[config.mk]
export PLATFORM = sky130hd
export DESIGN_NAME = irq_ctrl
export DESIGN_NICKNAME = d
export VERILOG_FILES = /design/src/rtl/irq_ctrl_pkg.sv /design/src/rtl/irq_ctrl_sync_ff.sv /design/src/rtl/irq_ctrl.sv
export SDC_FILE = /design/constraint.sdc
export NUM_CORES = 1
export LEC_CHECK = 0
export ABC_CLOCK_PERIOD_IN_PS = 2450
export CORE_MARGIN = 2
export CORE_UTILIZATION = 29
export CTS_CLUSTER_DIAMETER = 80
export DETAILED_ROUTE_END_ITERATION = 12
export PLACE_DENSITY = 0.88
export REMOVE_ABC_BUFFERS = 1
export SKIP_LAST_GASP = 1
export SLEW_MARGIN = 10
export SYNTH_ARGS = -nofsm -noshare
export SYNTH_HDL_FRONTEND = slang
export SYNTH_SLANG_ARGS = --single-unit
[constraint.sdc]
create_clock -name clk -period 2.45 [get_ports clk]
set_clock_uncertainty 0.1 [all_clocks]
set_input_delay 0.245 -clock clk [delete_from_list [all_inputs] [get_ports clk]]
set_output_delay 0.245 -clock clk [all_outputs]
set_load 0.005 [all_outputs]
[src/rtl/irq_ctrl_pkg.sv]
// Shared definitions for the machine-mode interrupt controller.
// Latency: n/a (constants, types and a pure priority function).
// Backpressure: n/a.
// Contents: CSR addresses, mip/mie/mstatus bit indices, cause codes,
// FSM state enum, pending-vector struct and the fixed-priority encoder.
package irq_ctrl_pkg;

  localparam logic [11:0] CSR_MSTATUS = 12'h300;
  localparam logic [11:0] CSR_MIE     = 12'h304;
  localparam logic [11:0] CSR_MIP     = 12'h344;

  // Interrupt bit positions within mip/mie.
  localparam int BIT_MSI = 3;
  localparam int BIT_MTI = 7;
  localparam int BIT_MEI = 11;

  // Bit positions within mstatus.
  localparam int MSTATUS_MIE_BIT  = 3;
  localparam int MSTATUS_MPIE_BIT = 7;

  localparam logic [3:0] CAUSE_MSI = 4'd3;
  localparam logic [3:0] CAUSE_MTI = 4'd7;
  localparam logic [3:0] CAUSE_MEI = 4'd11;

  typedef enum logic {
    ST_IDLE = 1'b0,
    ST_REQ  = 1'b1
  } state_e;

  // Compact view of the three implemented interrupt lines.
  typedef struct packed {
    logic mei;
    logic mti;
    logic msi;
  } irq_vec_t;

  // Fixed priority: external > software > timer.
  function automatic logic [3:0] prio_cause(input irq_vec_t pend);
    logic [3:0] cause;
    cause = 4'd0;
    if (pend.mei)      cause = CAUSE_MEI;
    else if (pend.msi) cause = CAUSE_MSI;
    else if (pend.mti) cause = CAUSE_MTI;
    return cause;
  endfunction

endpackage

[src/rtl/irq_ctrl_sync_ff.sv]
// Multi-flop synchroniser for a single asynchronous level.
// Latency: STAGES clk edges from d_i to q_o.
// Backpressure: none; free-running shift chain.
// Ports: clk, resetn (sync, active-low), d_i (async level), q_o (synchronised).
module sync_ff #(
  parameter int STAGES = 2
) (
  input  logic clk,
  input  logic resetn,
  input  logic d_i,
  output logic q_o
);

  logic [STAGES-1:0] sync_q;
  logic [STAGES-1:0] sync_d;

  always_comb begin
    sync_d    = sync_q;
    sync_d[0] = d_i;
    for (int i = 1; i < STAGES; i++) begin
      sync_d[i] = sync_q[i-1];
    end
  end

  always_ff @(posedge clk) begin
    if (!resetn) begin
      sync_q <= '0;
    end else begin
      sync_q <= sync_d;
    end
  end

  assign q_o = sync_q[STAGES-1];

endmodule

[src/rtl/irq_ctrl.sv]
// Machine-mode interrupt controller: mip/mie/mstatus CSRs plus trap request FSM.
// Latency: trap_req registers 1 edge after fire; meip_in adds MEI_SYNC_STAGES edges.
// Backpressure: trap_req/trap_cause held until trap_ack or until the source withdraws.
// Ports: clk/resetn; msip_in, mtip_in (sync), meip_in (async); CSR port
// csr_we/csr_addr/csr_wdata/csr_rdata; trap_req/trap_cause/trap_ack; mret.
module irq_ctrl
  import irq_ctrl_pkg::*;
#(
  parameter int MEI_SYNC_STAGES = 2
) (
  input  logic        clk,
  input  logic        resetn,
  input  logic        msip_in,
  input  logic        mtip_in,
  input  logic        meip_in,
  input  logic        csr_we,
  input  logic [11:0] csr_addr,
  input  logic [31:0] csr_wdata,
  output logic [31:0] csr_rdata,
  output logic        trap_req,
  output logic [3:0]  trap_cause,
  input  logic        trap_ack,
  input  logic        mret
);

  logic     meip_s;
  irq_vec_t mip_vec;
  irq_vec_t pend;
  logic     fire;

  irq_vec_t mie_q, mie_d;
  logic     mst_mie_q, mst_mie_d;
  logic     mst_mpie_q, mst_mpie_d;
  state_e   state_q, state_d;
  logic [3:0] cause_q, cause_d;

  logic mstatus_wr;
  logic mie_wr;
  logic ack_take;

  // Only bits 3, 7 and 11 of write data are ever consumed.
  logic unused_wdata;
  assign unused_wdata = ^{csr_wdata[31:12], csr_wdata[10:8],
                          csr_wdata[6:4], csr_wdata[2:0]};

  sync_ff #(
    .STAGES (MEI_SYNC_STAGES)
  ) u_meip_sync (
    .clk    (clk),
    .resetn (resetn),
    .d_i    (meip_in),
    .q_o    (meip_s)
  );

  assign mip_vec = '{mei: meip_s, mti: mtip_in, msi: msip_in};
  assign pend    = mip_vec & mie_q;
  assign fire    = mst_mie_q && (|pend);

  assign mstatus_wr = csr_we && (csr_addr == CSR_MSTATUS);
  assign mie_wr     = csr_we && (csr_addr == CSR_MIE);
  // An ack only means something while a request is outstanding.
  assign ack_take   = (state_q == ST_REQ) && trap_ack;

  // mstatus update priority: trap entry, then mret, then software write.
  always_comb begin
    mst_mie_d  = mst_mie_q;
    mst_mpie_d = mst_mpie_q;
    if (ack_take) begin
      mst_mpie_d = mst_mie_q;
      mst_mie_d  = 1'b0;
    end else if (mret) begin
      mst_mie_d  = mst_mpie_q;
      mst_mpie_d = 1'b1;
    end else if (mstatus_wr) begin
      mst_mie_d  = csr_wdata[MSTATUS_MIE_BIT];
      mst_mpie_d = csr_wdata[MSTATUS_MPIE_BIT];
    end
  end

  always_comb begin
    mie_d = mie_q;
    if (mie_wr) begin
      mie_d = '{mei: csr_wdata[BIT_MEI],
                mti: csr_wdata[BIT_MTI],
                msi: csr_wdata[BIT_MSI]};
    end
  end

  // Cause is captured only on IDLE->REQ, so it stays stable through REQ
  // and is still readable after a withdrawal.
  always_comb begin
    state_d = state_q;
    cause_d = cause_q;
    case (state_q)
      ST_IDLE: begin
        if (fire) begin
          state_d = ST_REQ;
          cause_d = prio_cause(pend);
        end
      end
      ST_REQ: begin
        if (trap_ack || !fire) begin
          state_d = ST_IDLE;
        end
      end
      default: state_d = ST_IDLE;
    endcase
  end

  always_ff @(posedge clk) begin
    if (!resetn) begin
      state_q    <= ST_IDLE;
      cause_q    <= 4'd0;
      mie_q      <= '0;
      mst_mie_q  <= 1'b0;
      mst_mpie_q <= 1'b0;
    end else begin
      state_q    <= state_d;
      cause_q    <= cause_d;
      mie_q      <= mie_d;
      mst_mie_q  <= mst_mie_d;
      mst_mpie_q <= mst_mpie_d;
    end
  end

  always_comb begin
    csr_rdata = 32'd0;
    case (csr_addr)
      CSR_MSTATUS: begin
        csr_rdata[MSTATUS_MIE_BIT]  = mst_mie_q;
        csr_rdata[MSTATUS_MPIE_BIT] = mst_mpie_q;
      end
      CSR_MIE: begin
        csr_rdata[BIT_MEI] = mie_q.mei;
        csr_rdata[BIT_MTI] = mie_q.mti;
        csr_rdata[BIT_MSI] = mie_q.msi;
      end
      CSR_MIP: begin
        csr_rdata[BIT_MEI] = mip_vec.mei;
        csr_rdata[BIT_MTI] = mip_vec.mti;
        csr_rdata[BIT_MSI] = mip_vec.msi;
      end
      default: csr_rdata = 32'd0;
    endcase
  end

  assign trap_req   = (state_q == ST_REQ);
  assign trap_cause = cause_q;

endmodule

; ---- Yosys cells after proc, flatten, opt, wreduce, memory -nomap -nowiden
; Cells that the tools add are included.
[op_classes]
n_eq_ne = 3
mux = 14
n_bitwise = 3
reduce_logical = 11
[ops]
columns = cell, count
row1 = "12-bit by 10-bit equality test with 1-bit output, second input constant", 3
row2 = 1-bit 2-to-1 mux, 7
row3 = 3-bit 2-to-1 mux, 2
row4 = 1-bit one-hot mux with 3 select lines, 2
row5 = 1-bit logical AND, 4
row6 = 4-bit 2-to-1 mux, 1
row7 = 1-bit one-hot mux with 2 select lines, 2
row8 = 3-bit bitwise AND, 1
row9 = 3-bit nonzero test, 1
row10 = 3-bit OR reduction, 1
row11 = 1-bit NOT, 2
row12 = 2-bit AND reduction, 1
row13 = 2-bit nonzero test, 1
row14 = 2-bit OR reduction, 1
row15 = 1-bit logical NOT, 1
row16 = 1-bit logical OR, 1
[word_totals]
reg_bits = 12
in_bits = 52
output_inout_bits = 37
word_cells = 39

; ---- Logic depth before layout (Yosys ltp)
[logic_depth]
depth_word = 7
mapped_depth = 4
ltp_nobuf = 3

; ---- Hierarchy
; From an unflattened synthesis, not the netlist that was laid out.
[hier_totals]
hier_cells = 97
hier_area_um2 = 843.3
[by_module_without_submodules]
columns = mod, n_inst, cells_each, area_per_inst_um2, seq_area_each_um2
row1 = irq_ctrl, 1, 93, 790.8, 180.2
row2 = sync_ff, 1, 4, 52.6, 40.0

; ---- Worst setup path after synthesis
; OpenSTA, ideal clock, no wires.
[synth_path]
kind = input to output
from = input port csr_addr[10]
to = output port csr_rdata[11]
arrival_ns = 1.236
required_time_ns = 2.105
setup_slack_ns = 0.869
path_stages = 3
path_buffers = 0
path_cell_list = or4_4 -> nor3_1 -> and3_1
[synth_between]
elab_chain_cells = 2
word_cells_on_any_way = 3
classes_between = eq/ne: 2 / mux: 1
[synth_rtl]
columns = item, line
row1 = from (decl), irq_ctrl.sv:17  ; input logic [11:0] csr_addr,
row2 = 12-bit by 10-bit equality test with 1-bit output, irq_ctrl.sv:128  ; case (csr_addr)
row3 = 1-bit one-hot mux with 2 select lines *, irq_ctrl.sv:128
row4 = to (decl), irq_ctrl.sv:19  ; output logic [31:0] csr_rdata,
; Every way passes the cells marked *; elsewhere a longest branch is shown, timed or not.

; ---- Worst setup path in the final report
[layout_path]
from = input port csr_addr[5]
to = output port csr_rdata[7]
[layout_between]
elab_chain_cells = 2
word_cells_on_any_way = 4
classes_between = eq/ne: 3 / mux: 1
[layout_rtl]
columns = item, line
row1 = 12-bit by 10-bit equality test with 1-bit output, irq_ctrl.sv:128
row2 = 1-bit one-hot mux with 3 select lines *, irq_ctrl.sv:128
; Marked as above.

==> summary.md <==
| Metric | Value |
|---|---|
| Number of cell rows | `19` |
| PnR worst setup slack | `0.0507 ns` |
| Power Density | `335 nW/um^2` |
| Global route hottest layer | `met2` |
| DR pass1 iterations | `4` |
| Worst Path Max Fanout | `3` |
| Min Hold Slack | `0.338 ns` |
| Post-Synth XOR/XNOR Area | `0` |
| Share of the synthesized area in the top cell type | `0.266` |
| YS warnings | `0` |
| CTS clock-pin slew for the worst setup and hold paths | `0.06 ns` |
| Core Area | `2760 sq um` |
| Crit. End Element | `output port` |
| Final hold viol count | `0` |
| Crit path kind | `in2out` |
| Endpoints failing setup | `0` |
| Final wirelength | `1.51 mm` |
| H-tree levels | `1` |
| Area delta synth->final | `34.1%` |
| Met3 GRT Util | `0.0379` |
| HP Class | `reg2reg` |
| Mapped Area | `847 sq um` |
| I/O Pins | `89` |
| CTS buffer count | `3` |
| Dominant cells by area after synthesis | `buf_4 (27%), dfxtp_1 (26%), mux2i_1 (8.3%)` |
| Cts hold-fix bufs | `0` |
| Synth Area in Adders | `0` |
| Ant. Diodes | `0` |
| Total power | `381 uW` |
| Vias in the first global route | `552` |
| Post-synthesis sequential area ratio | `0.260` |
| Area leader, netlist | `buf_4` |
| Placed cell areas | `1090 sq um` |
| Setup slack at placement | `-0.0661 ns` |
| Mux cell area share after synthesis | `0.0960` |
| Die area | `3370 sq um` |
| Fin. max-slew vios | `0` |
| Flops & latches, synth | `11` |
| Mapped Cells | `99` |
| Placed cell count | `160` |
| Initial antenna violation count | `0` |
| Period Utilization, post-route | `0.979` |
| Unique masters post-synth | `28` |
| WL/cell | `9.16 um` |
| Max-cap viol count | `0` |
| Critical Path RT | `2.11 ns` |
| Global Route Usage Sum | `0.0882` |
| Fill count | `292` |
| DIE HEIGHT | `58.0 um` |
| Layout cells sized above 1 | `0.112` |
| Final nets | `187` |
| Min cycle time layout | `2.40 ns` |
| CTS Root Cell | `clkbuf_4` |
| Launching element type of the critical path | `input port` |
| Max IR drop VDD | `172 uV` |
| Critical Path AT | `2.05 ns` |
| Post-DP HPWL | `1.27 mm` |
| Global-route track usage on met2 | `0.154` |
| Clk buf depth | `2` |
| Die width | `58.0 um` |
| Finished Layout Cells | `165` |
| Vias per inst | `4.29` |
| Simple-gate share of the synthesized area | `0.254` |
| Top_reg_cell synth | `dfxtp_1` |
| Via count | `708` |
| Starting density of the core | `0.307` |
| Skew-Pair Late Insertion Delay | `0.26 ns` |
| Fmax | `0.417 GHz` |
| Antenna viol nets, final | `0` |
| Grt met1 use | `0.0950` |
| Status | `completed` |
| First-pass GRT wire length | `2.30 mm` |
| CTS tree | `done` |
| Total gr overflow | `0` |
| Post-synth ARST share | `0` |
| DRC viols | `0` |
| 1st-iter DRT viols | `20` |
| Final Instance Area | `1140 sq um` |
| GP Congestion | `0.776` |
| # clock sinks | `11` |
| Largest family of logic cells by synthesized area | `buffers and inverters` |
| Post-synth EDFFs | `0` |
| I/O Buffers | `30` |
| Leak | `0.000490 uW` |
| Pin count of the biggest net entering global routing | `15` |
| Syn Area/Cell | `8.56 sq um` |
| Compound-Gate Fraction of Synth Area | `0.111` |
## cell usage after synthesis (2+ instances only)
cell      instances
nand2_1          10
o221ai_1          2
o21ai_0           6
mux2i_1           7
nor2b_1           3
buf_4            30
nor4_4            2
a21oi_1           2
and2_1            5
dfxtp_1          11
nand2b_1          2
clkbuf_1          2
nand3_1           2
## flip-flops by register name (all words and copies together), names as in the netlist
register            count
mst_mpie_q              1
u_meip_sync.sync_q      2
trap_req                1
mie_q                   3
trap_cause              3
mst_mie_q               1
## logic make-up (layout without fill, tap and decap cells)
family                 after synthesis  in the layout
and+or+nand+nor                     32             32
muxes                                8              8
other                                1             29
AOI/OAI and AO/OA                   15             15
buffers and inverters               32             39
DFF                                 11             11
## power by group
group          total [uW]  switching [uW]  internal, uW
Combinational        79.1            33.7          45.4
Sequential            185            3.03           182
Clock                 117            53.7          62.8
Total                 381            90.4           291
## routing by layer
| layer | part of all wire | vias up |
|---|---|---|
| met2 | 0.50 | 32 |
| met4 | 0 | 0 |
| met3 | 0.11 | 0 |
| met1 | 0.38 | 321 |
| met5 | 0 | - |
| li1 | - | 355 |
## path summary, 6_finish.rpt
check	end	slack, ns	start	cells after the start
setup / recovery	csr_rdata[7]	0.05	csr_addr[5]	5
hold / removal	u_meip_sync.sync_q[1]	0.34	u_meip_sync.sync_q[0]	1
setup reg to reg	trap_cause[1]	1.36	mie_q[2]	3
hold reg to reg	u_meip_sync.sync_q[1]	0.34	u_meip_sync.sync_q[0]	1
## critical path: stages
cell	delay, ns
clkdlybuf4s50_1	0.39
or4b_4	0.55
nor3_4	0.23
and2_1	0.15
clkdlybuf4s50_1	0.49
## placed cells by master (no fill, tap or decap), types with 2 or more instances in the layout
cell / n
o21ai_0: 6
clkdlybuf4s50_1: 29
dfxtp_1: 11
buf_4: 5
nor2b_1: 3
nand2_1: 10
nor4_4: 2
a21oi_1: 2
conb_1: 29
nand2b_1: 2
nand3_1: 2
mux2i_1: 7
o221ai_1: 2
and2_1: 5
clkbuf_4: 3
## final cells by class
| cell class | instances | area, sq um | share of cell area |
|---|---|---|---|
| clock buffers | 4 | 26.3 | 0.0231 |
| multi-input cells | 84 | 510 | 0.449 |
| flip-flops and latches | 11 | 220 | 0.194 |
| well taps | 31 | 38.8 | 0.0341 |
| repair buffers | 35 | 340 | 0.300 |
## what timing repair did
item                       CTS  global route
pin swaps                    0             2
buffers inserted             0             1
gates resized for setup      1             2
setup endpoints to repair    3             3
## stage by stage
step,util,TNS [ns]
after detailed placement,0.395,-0.148
after floorplan,-,0
after global placement,0.395,-0.129
after global routing,0.412,-0.00999
after CTS,0.406,0
final,0.412,0
Power figures use the tool's default switching activity.
